`config.mk`:
```
export PLATFORM = sky130hd
export DESIGN_NAME = poly_horner_sequencer
export DESIGN_NICKNAME = d
export VERILOG_FILES = /design/src/rtl/poly_horner_sequencer.sv
export SDC_FILE = /design/constraint.sdc
export NUM_CORES = 2
export LEC_CHECK = 0
export ABC_AREA = 1
export CAP_MARGIN = 20
export CORE_ASPECT_RATIO = 1.1
export CORE_MARGIN = 3
export CORE_UTILIZATION = 35
export DETAILED_ROUTE_END_ITERATION = 10
export DONT_BUFFER_PORTS = 1
export PLACE_DENSITY = 0.48
export SYNTH_ARGS = -nofsm -noshare
export SYNTH_HDL_FRONTEND = slang
export SYNTH_SLANG_ARGS = --single-unit
export TNS_END_PERCENT = 1
```
`constraint.sdc`:
```
create_clock -name clk -period 31.6 [get_ports clk]
set_input_delay 6.32 -clock clk [delete_from_list [all_inputs] [get_ports clk]]
set_output_delay 6.32 -clock clk [all_outputs]
set_load 0.05 [all_outputs]
```
`src/rtl/poly_horner_sequencer.sv`:
```
// poly_horner_sequencer
// Evaluates y = c0 + c1*x + ... + c(N-1)*x^(N-1) with Horner's scheme over a
// single pipelined multiplier. Coefficients live in a run-time writable file.
// Ports:
//   clk, reset        rising-edge clock, asynchronous active-high reset
//   clk_enable        global enable; all registers hold while low
//   in_valid/in_ready sample handshake, In1 = x (sfix17_En16)
//   out_valid/out_ready result handshake, Out1 = y (sfix17_En16)
//   ovf               a saturation occurred in this evaluation (with out_valid)
//   coef_we/coef_addr/coef_data  coefficient write port (sfix20_En18)
//   coef_err          one-cycle pulse after a rejected coefficient write
module poly_horner_sequencer #(
  parameter int unsigned NUM_COEF   = 10,
  parameter int unsigned MUL_STAGES = 2
) (
  input  logic        clk,
  input  logic        reset,
  input  logic        clk_enable,
  input  logic        in_valid,
  output logic        in_ready,
  input  logic [16:0] In1,
  output logic        out_valid,
  input  logic        out_ready,
  output logic [16:0] Out1,
  output logic        ovf,
  input  logic        coef_we,
  input  logic [3:0]  coef_addr,
  input  logic [19:0] coef_data,
  output logic        coef_err
);

  localparam int unsigned X_W   = 17;         // sample / result width
  localparam int unsigned C_W   = 20;         // coefficient width
  localparam int unsigned A_W   = 24;         // accumulator width (En20)
  localparam int unsigned P_W   = A_W + X_W;  // full product width (En36)
  localparam int unsigned W_W   = P_W + 1;    // headroom for round/add/compare
  localparam int unsigned K_W   = 4;          // coefficient index width
  localparam int unsigned CNT_W = 3;          // multiplier wait counter width

  localparam logic signed [W_W-1:0] ACC_MAX = W_W'(2 ** (A_W - 1) - 1);
  localparam logic signed [W_W-1:0] ACC_MIN = ~ACC_MAX;
  localparam logic signed [W_W-1:0] OUT_MAX = W_W'(2 ** (X_W - 1) - 1);
  localparam logic signed [W_W-1:0] OUT_MIN = ~OUT_MAX;

  typedef enum logic [2:0] {IDLE, INIT, MUL, ACC, OUT} state_t;

  state_t                state;
  logic signed [C_W-1:0] coef [NUM_COEF];
  logic signed [A_W-1:0] acc;
  logic signed [X_W-1:0] x_reg;
  logic signed [P_W-1:0] pipe [MUL_STAGES];
  logic [K_W-1:0]        k;
  logic [CNT_W-1:0]      cnt;
  logic                  err_q;

  logic signed [P_W-1:0] prod_c;
  logic signed [C_W-1:0] coef_sel_c;
  logic signed [A_W-1:0] coef_sh_c;
  logic signed [W_W-1:0] rnd_c;
  logic signed [W_W-1:0] sum_c;
  logic signed [W_W-1:0] out_c;
  logic signed [A_W-1:0] prod_sat_c;
  logic signed [A_W-1:0] acc_next_c;
  logic signed [X_W-1:0] out_sat_c;
  logic                  prod_ovf_c;
  logic                  sum_ovf_c;
  logic                  out_ovf_c;
  logic                  addr_ok_c;

  // Shared multiplier input: acc and x are stable for the whole MUL phase.
  assign prod_c    = P_W'(acc) * P_W'(x_reg);
  assign in_ready  = (state == IDLE) && clk_enable;
  assign coef_err  = err_q && clk_enable;
  assign addr_ok_c = (32'(coef_addr) < NUM_COEF);

  // Datapath: round/saturate product, add aligned coefficient, form output.
  always_comb begin
    coef_sel_c = (state == INIT) ? coef[NUM_COEF-1] : coef[k];
    // En18 -> En20 alignment after sign extension to the accumulator width
    coef_sh_c  = A_W'(coef_sel_c) <<< 2;

    // Round half toward +inf, En36 -> En20
    rnd_c      = (W_W'(pipe[MUL_STAGES-1]) + W_W'(32768)) >>> 16;
    prod_ovf_c = 1'b0;
    prod_sat_c = rnd_c[A_W-1:0];
    if (rnd_c > ACC_MAX) begin
      prod_sat_c = ACC_MAX[A_W-1:0];
      prod_ovf_c = 1'b1;
    end else if (rnd_c < ACC_MIN) begin
      prod_sat_c = ACC_MIN[A_W-1:0];
      prod_ovf_c = 1'b1;
    end

    sum_c      = W_W'(prod_sat_c) + W_W'(coef_sh_c);
    sum_ovf_c  = 1'b0;
    acc_next_c = sum_c[A_W-1:0];
    if (sum_c > ACC_MAX) begin
      acc_next_c = ACC_MAX[A_W-1:0];
      sum_ovf_c  = 1'b1;
    end else if (sum_c < ACC_MIN) begin
      acc_next_c = ACC_MIN[A_W-1:0];
      sum_ovf_c  = 1'b1;
    end

    // Result formed from the final accumulator value, En20 -> En16 rounded
    out_c     = (W_W'(acc_next_c) + W_W'(8)) >>> 4;
    out_ovf_c = 1'b0;
    out_sat_c = out_c[X_W-1:0];
    if (out_c > OUT_MAX) begin
      out_sat_c = OUT_MAX[X_W-1:0];
      out_ovf_c = 1'b1;
    end else if (out_c < OUT_MIN) begin
      out_sat_c = OUT_MIN[X_W-1:0];
      out_ovf_c = 1'b1;
    end
  end

  // Sequencer, coefficient file and multiplier pipeline.
  always_ff @(posedge clk or posedge reset) begin
    if (reset) begin
      state     <= IDLE;
      acc       <= '0;
      x_reg     <= '0;
      k         <= '0;
      cnt       <= '0;
      Out1      <= '0;
      ovf       <= 1'b0;
      out_valid <= 1'b0;
      err_q     <= 1'b0;
      for (int i = 0; i < int'(NUM_COEF); i++) coef[i] <= '0;
      for (int i = 0; i < int'(MUL_STAGES); i++) pipe[i] <= '0;
    end else if (clk_enable) begin
      // Writes land only while idle so an evaluation never sees a torn set
      err_q <= 1'b0;
      if (coef_we) begin
        if (state == IDLE && addr_ok_c) coef[coef_addr] <= coef_data;
        else                            err_q <= 1'b1;
      end

      pipe[0] <= prod_c;
      for (int i = 1; i < int'(MUL_STAGES); i++) pipe[i] <= pipe[i-1];

      case (state)
        IDLE: begin
          if (in_valid) begin
            x_reg <= In1;
            state <= INIT;
          end
        end
        INIT: begin
          acc   <= coef_sh_c;
          k     <= K_W'(NUM_COEF - 2);
          ovf   <= 1'b0;
          cnt   <= '0;
          state <= MUL;
        end
        MUL: begin
          // Wait for the product to drain through the multiplier pipeline
          if (cnt == CNT_W'(MUL_STAGES - 1)) begin
            cnt   <= '0;
            state <= ACC;
          end else begin
            cnt <= cnt + CNT_W'(1);
          end
        end
        ACC: begin
          acc <= acc_next_c;
          if (k == '0) begin
            Out1      <= out_sat_c;
            ovf       <= ovf | prod_ovf_c | sum_ovf_c | out_ovf_c;
            out_valid <= 1'b1;
            state     <= OUT;
          end else begin
            ovf   <= ovf | prod_ovf_c | sum_ovf_c;
            k     <= k - K_W'(1);
            state <= MUL;
          end
        end
        OUT: begin
          if (out_ready) begin
            out_valid <= 1'b0;
            state     <= IDLE;
          end
        end
        default: state <= IDLE;
      endcase
    end
  end

endmodule

```
-- After elaboration in Yosys (flattened, before gate mapping)
Index checks and enable logic that the tools add are counted.
- order comparisons: 10
- add/subtract/negate cells: 5
- reduce and logical (&&, ||, !) cells: 17
- equality and inequality tests: 10
- $mul: 1
- muxes and demuxes: 36
- bitwise logic cells: 5
- operators by type and width (operator ; number):
    $bwmux W200 ; 1
    $mux W24 ; 4
    $bmux W20 S4 ; 1
    $demux W20 S4 ; 1
    $mux W20 ; 4
    $pmux W24 S2 ; 1
    $add A41 B17 Y42 const B ; 1
    $mul A24 B17 Y41 ; 1
    $mux W17 ; 2
    $gt A26 B24 Y1 const B ; 1
    $lt A26 B24 Y1 const B ; 1
    $add A24 B22 Y25 ; 1
    $add A24 B5 Y25 const B ; 1
    $gt A25 B24 Y1 const B ; 1
    $lt A25 B24 Y1 const B ; 1
    $gt A21 B17 Y1 const B ; 1
    $lt A21 B17 Y1 const B ; 1
    $mux W3 ; 5
    $pmux W3 S5 ; 1
    $reduce_and A3 Y1 ; 4
    $mux W1 ; 11
    $ge A5 B5 Y1 const B ; 2
    $ne A2 B2 Y1 const B ; 5
    $not A4 Y5 ; 2
    18 further kinds ; 30
- register bits after elaboration: 353
- logic and storage cells: 105

-- Depth between registers and ports, before layout
- word-level depth: 16
- depth in mapped cells: 48

-- Worst setup path after synthesis
No wires, ideal clock.
- path kind: input to output
- start point: in clk_enable
- end point: out in_ready
- arrival time: 7509 ps
- data required time: 25280 ps
- setup slack: 17771 ps
- stages: 3
- path through: clkbuf_1 > clkinv_1 > nor2_1
- word-level cells in the longest chain between the ends: 1
- RTL lines (what ; line ; RTL):
    start, declared ; 18 ; input logic clk_enable,
    $logic_and A1 B1 Y1 ; 72 ; assign in_ready = (state == IDLE) && clk_enable;
    end, declared ; 20 ; output logic in_ready,
No other way between the ends.

-- Worst setup path in the final report
Same ends and word-level chain as after synthesis.

==> flow_results.org <==
** Floorplan
- The total area inside the core boundary comes to a little under 90000 um2.
- During I/O placement, the number of pins put on the boundary was 68.
- Row count :: between 100 and 150
- Width of the die :: 292 um
- The die covers 93600 um2.
- Initial core utilization :: 0.355
- From bottom edge to top edge, the die measures approximately 320 um.

** Clocking
- The number of gates resized after CTS was 0.
- Clock tree buffer depth :: 3
- Clock Pin Slew Worst Setup and Hold Paths :: ~0.060 ns
- The root buffer cell chosen for the clock tree is sky130_fd_sc_hd__clkbuf_16.
- CTS built an H-tree with a depth of 2.
- TritonCTS clock tree :: done
- The number of clock buffers added by TritonCTS is 41.
- The number of hold buffers added after CTS was 0.
- Number of clock sinks :: 323
- Clock latency at the later pin of the worst-skew pair :: about 0.60 ns
- Setup Buffers After CTS :: 0

** Hold path
- The worst hold path terminates at coef[85].
- Worst hold path class :: reg2reg
- Hold Startpoint :: coef[85]
- WHS Path Cells :: 2

** Outcome
- Result of the run :: complete, no violations

** Timing
- Worst Setup Slack, final :: roughly 18 ns
- Period minus WS final :: 13.50 ns
- For the pin with the worst max-slew slack, the measured transition is around 1.1 ns.
- Adding up every negative setup slack in the final design gives 0 ns.
- Max-slew violation count :: 0
- Normalized max-slew margin :: 0.235
- Period utilization :: 0.427
- Setup repair after global routing left no endpoint under its margin.
- Fmax achieved :: between 70 and 80 MHz
- Setup violations remaining at the end of the flow were counted as 0.
- The number of endpoints with negative hold slack in the final report is 0.
- Clock skew :: around 0.038 ns

** Yosys
- For this run, the number of Yosys warnings is 0.
- In the synthesized netlist the async set-or-reset flop fraction comes to 1.00.
- The mapped netlist covers 31500 um2.
- Avg Synthesized Cell Area :: roughly 7.9 um2
- Nets in the synthesized netlist :: about 4600
- The synthesized netlist contains 51 unique library cells.
- For this run, the leading register cell type out of synthesis is sky130_fd_sc_hd__dfrtp_1.
- Of the synthesized area, sequential elements account for 0.257.
- The cell count after synthesis came out at between 3000 and 4000.
- Count of flip-flops with a built-in enable after synthesis :: 0
- Counting flops and latches in the post-synthesis netlist gives approximately 320.

** Placement
- OpenSTA, run right after detailed placement, puts the worst setup slack at around 18 ns.
- After detailed placement, the total cell area comes to between 30000 and 40000 um2.
- In this run the tool buffered the top-level ports with 0 buffer cells.
- Final GP Congestion :: a little over 0.9
- DPL Wire Length :: roughly 70 mm

** Cells and area
- Register ranked first by flip-flop count :: coef
- Fill cells in the final layout number 9357.
- Once layout is done, the placed cells without fillers occupy between 30000 and 40000 um2.
- Leading cell type in the layout, fill and taps excluded :: sky130_fd_sc_hd__nand2_1
- After the last flow step, the layout net total stands at ~4500.
- P&R area growth vs syn :: 7.91%
- Leaving out fill and tap cells, the most frequent cells in the layout are sky130_fd_sc_hd__nand2_1 (1070), sky130_fd_sc_hd__inv_1 (727), sky130_fd_sc_hd__fa_1 (401).
- The largest registers in the layout are coef: 200 flops, pipe: 52 flops, acc: 24 flops.
- The register with the most flip-flops in the layout has 200 of them.
- Share of cells above drive strength 1 :: 0.0524

** Critical path
- The setup check on the worst reg-to-reg path leaves a slack of 24.23 ns.
- On the critical path, the stage with the largest delay is an instance of sky130_fd_sc_hd__nor2_1.
- Critical R2R Launch :: x_reg[4]
- Traced cell by cell, the critical path runs through clkinv_1 > nor2_1.
- The worst setup path is launched from an input pin.
- Cell count of the worst reg-to-reg path :: 28
- Capture point of the worst reg-to-reg path :: pipe[80]
- Number of buffers and inverters on the critical path :: 1
- In this design, the stage delay of the slowest critical-path cell is between 0.7 and 0.8 ns.
- Required time of the worst setup path :: 25.28 ns
- In this run the worst setup path begins at clk_enable.
- Critical path data arrival time :: a little over 7 ns
- Max Fanout on Critical Path :: roughly 80
- Critical Path Sink Type :: output port
- The critical path is of the in2out type.
- Family with the most delay on the worst path :: simple AND/OR/NAND/NOR gates

** Routing
- Number of design-rule violations left by the first detailed-router iteration :: 1475
- Number of vias per cell :: 4.92
- Drt drc :: 0
- WL per Instance :: 18.9 um
- The final layout contains routed wiring with a total length of roughly 96 mm.
- DRT antenna net count :: 0
- The routed layout has between 20000 and 25000 vias.
- The first detailed-routing pass took 7 iterations.

** Job
- Max-cap violations in this run came to 0.

** Global route
- Total gr overflow :: 0
- Overall routing resource usage :: 0.210
- The number of global-route vias before repair is roughly 26000.
- Wire length of the first global-routing pass :: between 150 and 200 mm
- Entering global routing, the biggest net connects 137 pins.
- Initial antenna violation count :: 2
## tightest hold or removal path: cells and delay by family, from the launching register on
family	cells	cell delay, ns
DFF	1	0.34
AOI/OAI and AO/OA	1	0.05
and+or+nand+nor	1	0.05
## metal layers
layer,vias up,GRT usage,wire length (um)
met5,-,0,14
met4,2,0.0585,2680
li1,11992,-,-
met3,124,0.0287,4380
met2,477,0.363,46400
met1,12344,0.276,42200
## synthesized netlist by cell type, types with 4 or more instances
| cell type | instances | area share |
|---|---|---|
| sky130_fd_sc_hd__o221ai_1 | 30 | 0.0083 |
| sky130_fd_sc_hd__a31oi_1 | 20 | 0.0040 |
| sky130_fd_sc_hd__nand2_2 | 23 | 0.0046 |
| sky130_fd_sc_hd__or2_2 | 9 | 0.0018 |
| sky130_fd_sc_hd__o22ai_1 | 35 | 0.0070 |
| sky130_fd_sc_hd__mux2_2 | 16 | 0.0057 |
| sky130_fd_sc_hd__nor4_1 | 10 | 0.0020 |
| sky130_fd_sc_hd__nand2_1 | 1071 | 0.13 |
| sky130_fd_sc_hd__xnor2_1 | 20 | 0.0056 |
| sky130_fd_sc_hd__nor2_1 | 234 | 0.028 |
| sky130_fd_sc_hd__o21bai_1 | 5 | 0.0012 |
| sky130_fd_sc_hd__nand4_1 | 32 | 0.0064 |
| sky130_fd_sc_hd__nand3_1 | 54 | 0.0086 |
| sky130_fd_sc_hd__buf_1 | 5 | 0.00060 |
| sky130_fd_sc_hd__inv_1 | 730 | 0.087 |
| sky130_fd_sc_hd__a21oi_1 | 111 | 0.018 |
| sky130_fd_sc_hd__nand2_4 | 7 | 0.0025 |
| sky130_fd_sc_hd__o21ai_1 | 5 | 0.00079 |
| sky130_fd_sc_hd__ha_1 | 122 | 0.048 |
| sky130_fd_sc_hd__a211oi_1 | 4 | 0.00095 |
| sky130_fd_sc_hd__o211ai_1 | 19 | 0.0045 |
| sky130_fd_sc_hd__nor3_1 | 24 | 0.0038 |
| sky130_fd_sc_hd__nor2_2 | 6 | 0.0012 |
| sky130_fd_sc_hd__xor2_1 | 47 | 0.013 |
| sky130_fd_sc_hd__clkbuf_1 | 200 | 0.024 |
| sky130_fd_sc_hd__o21ai_0 | 389 | 0.062 |
| sky130_fd_sc_hd__fa_1 | 401 | 0.25 |
| sky130_fd_sc_hd__dfrtp_1 | 323 | 0.26 |
## final cells by class
type | count | area (um2) | share of cell area
Timing Repair Buffer | 63 | 553 | 0.0163
Clock buffer | 54 | 1140 | 0.0337
Antenna cell | 1 | 2.50 | 0.0000737
Multi-Input combinational cell | 2723 | 19800 | 0.583
Tap cell | 1160 | 1450 | 0.0427
Sequential cell | 323 | 8080 | 0.238
Inverter | 737 | 2780 | 0.0817
Clock inverter | 11 | 161 | 0.00475
## worst max-delay path by stage
stage / to / slack, ns / depth (start not counted)
6_report: in_ready / 18.10 / 2
5_1_grt: in_ready / 18.08 / 2
4_1_cts: in_ready / 18.12 / 2
3_5_place_dp: in_ready / 18.12 / 2
3_3_place_gp: in_ready / 18.10 / 2
2_1_floorplan: Out1[0] / 16.34 / 1
## metrics by stage
stage               hold slack [ns]  cells  utilization
global placement              0.460   5002        0.368
CTS                           0.482   5068        0.383
floorplan                     0.448   3995            -
finish                        0.476   5072        0.384
detailed placement            0.468   5003        0.368
global route                  0.496   5072        0.384
## logic make-up (layout without fill, tap and decap cells)
logic type | count (synthesis) | count (layout) | synth area share
AND/OR/NAND/NOR | 1482 | 1482 | 0.190
AO/OA/AOI/OAI | 635 | 635 | 0.110
multiplexers | 16 | 16 | 0.00572
adder cells (fa/ha/maj) | 523 | 523 | 0.303
other | 0 | 1 | 0
flip-flops | 323 | 323 | 0.257
buffers and inverters | 949 | 865 | 0.115
XOR/XNOR | 67 | 67 | 0.0186
Power is not shown: default switching activity piles up to over one toggle a cycle in this logic, so the estimate is an artifact.
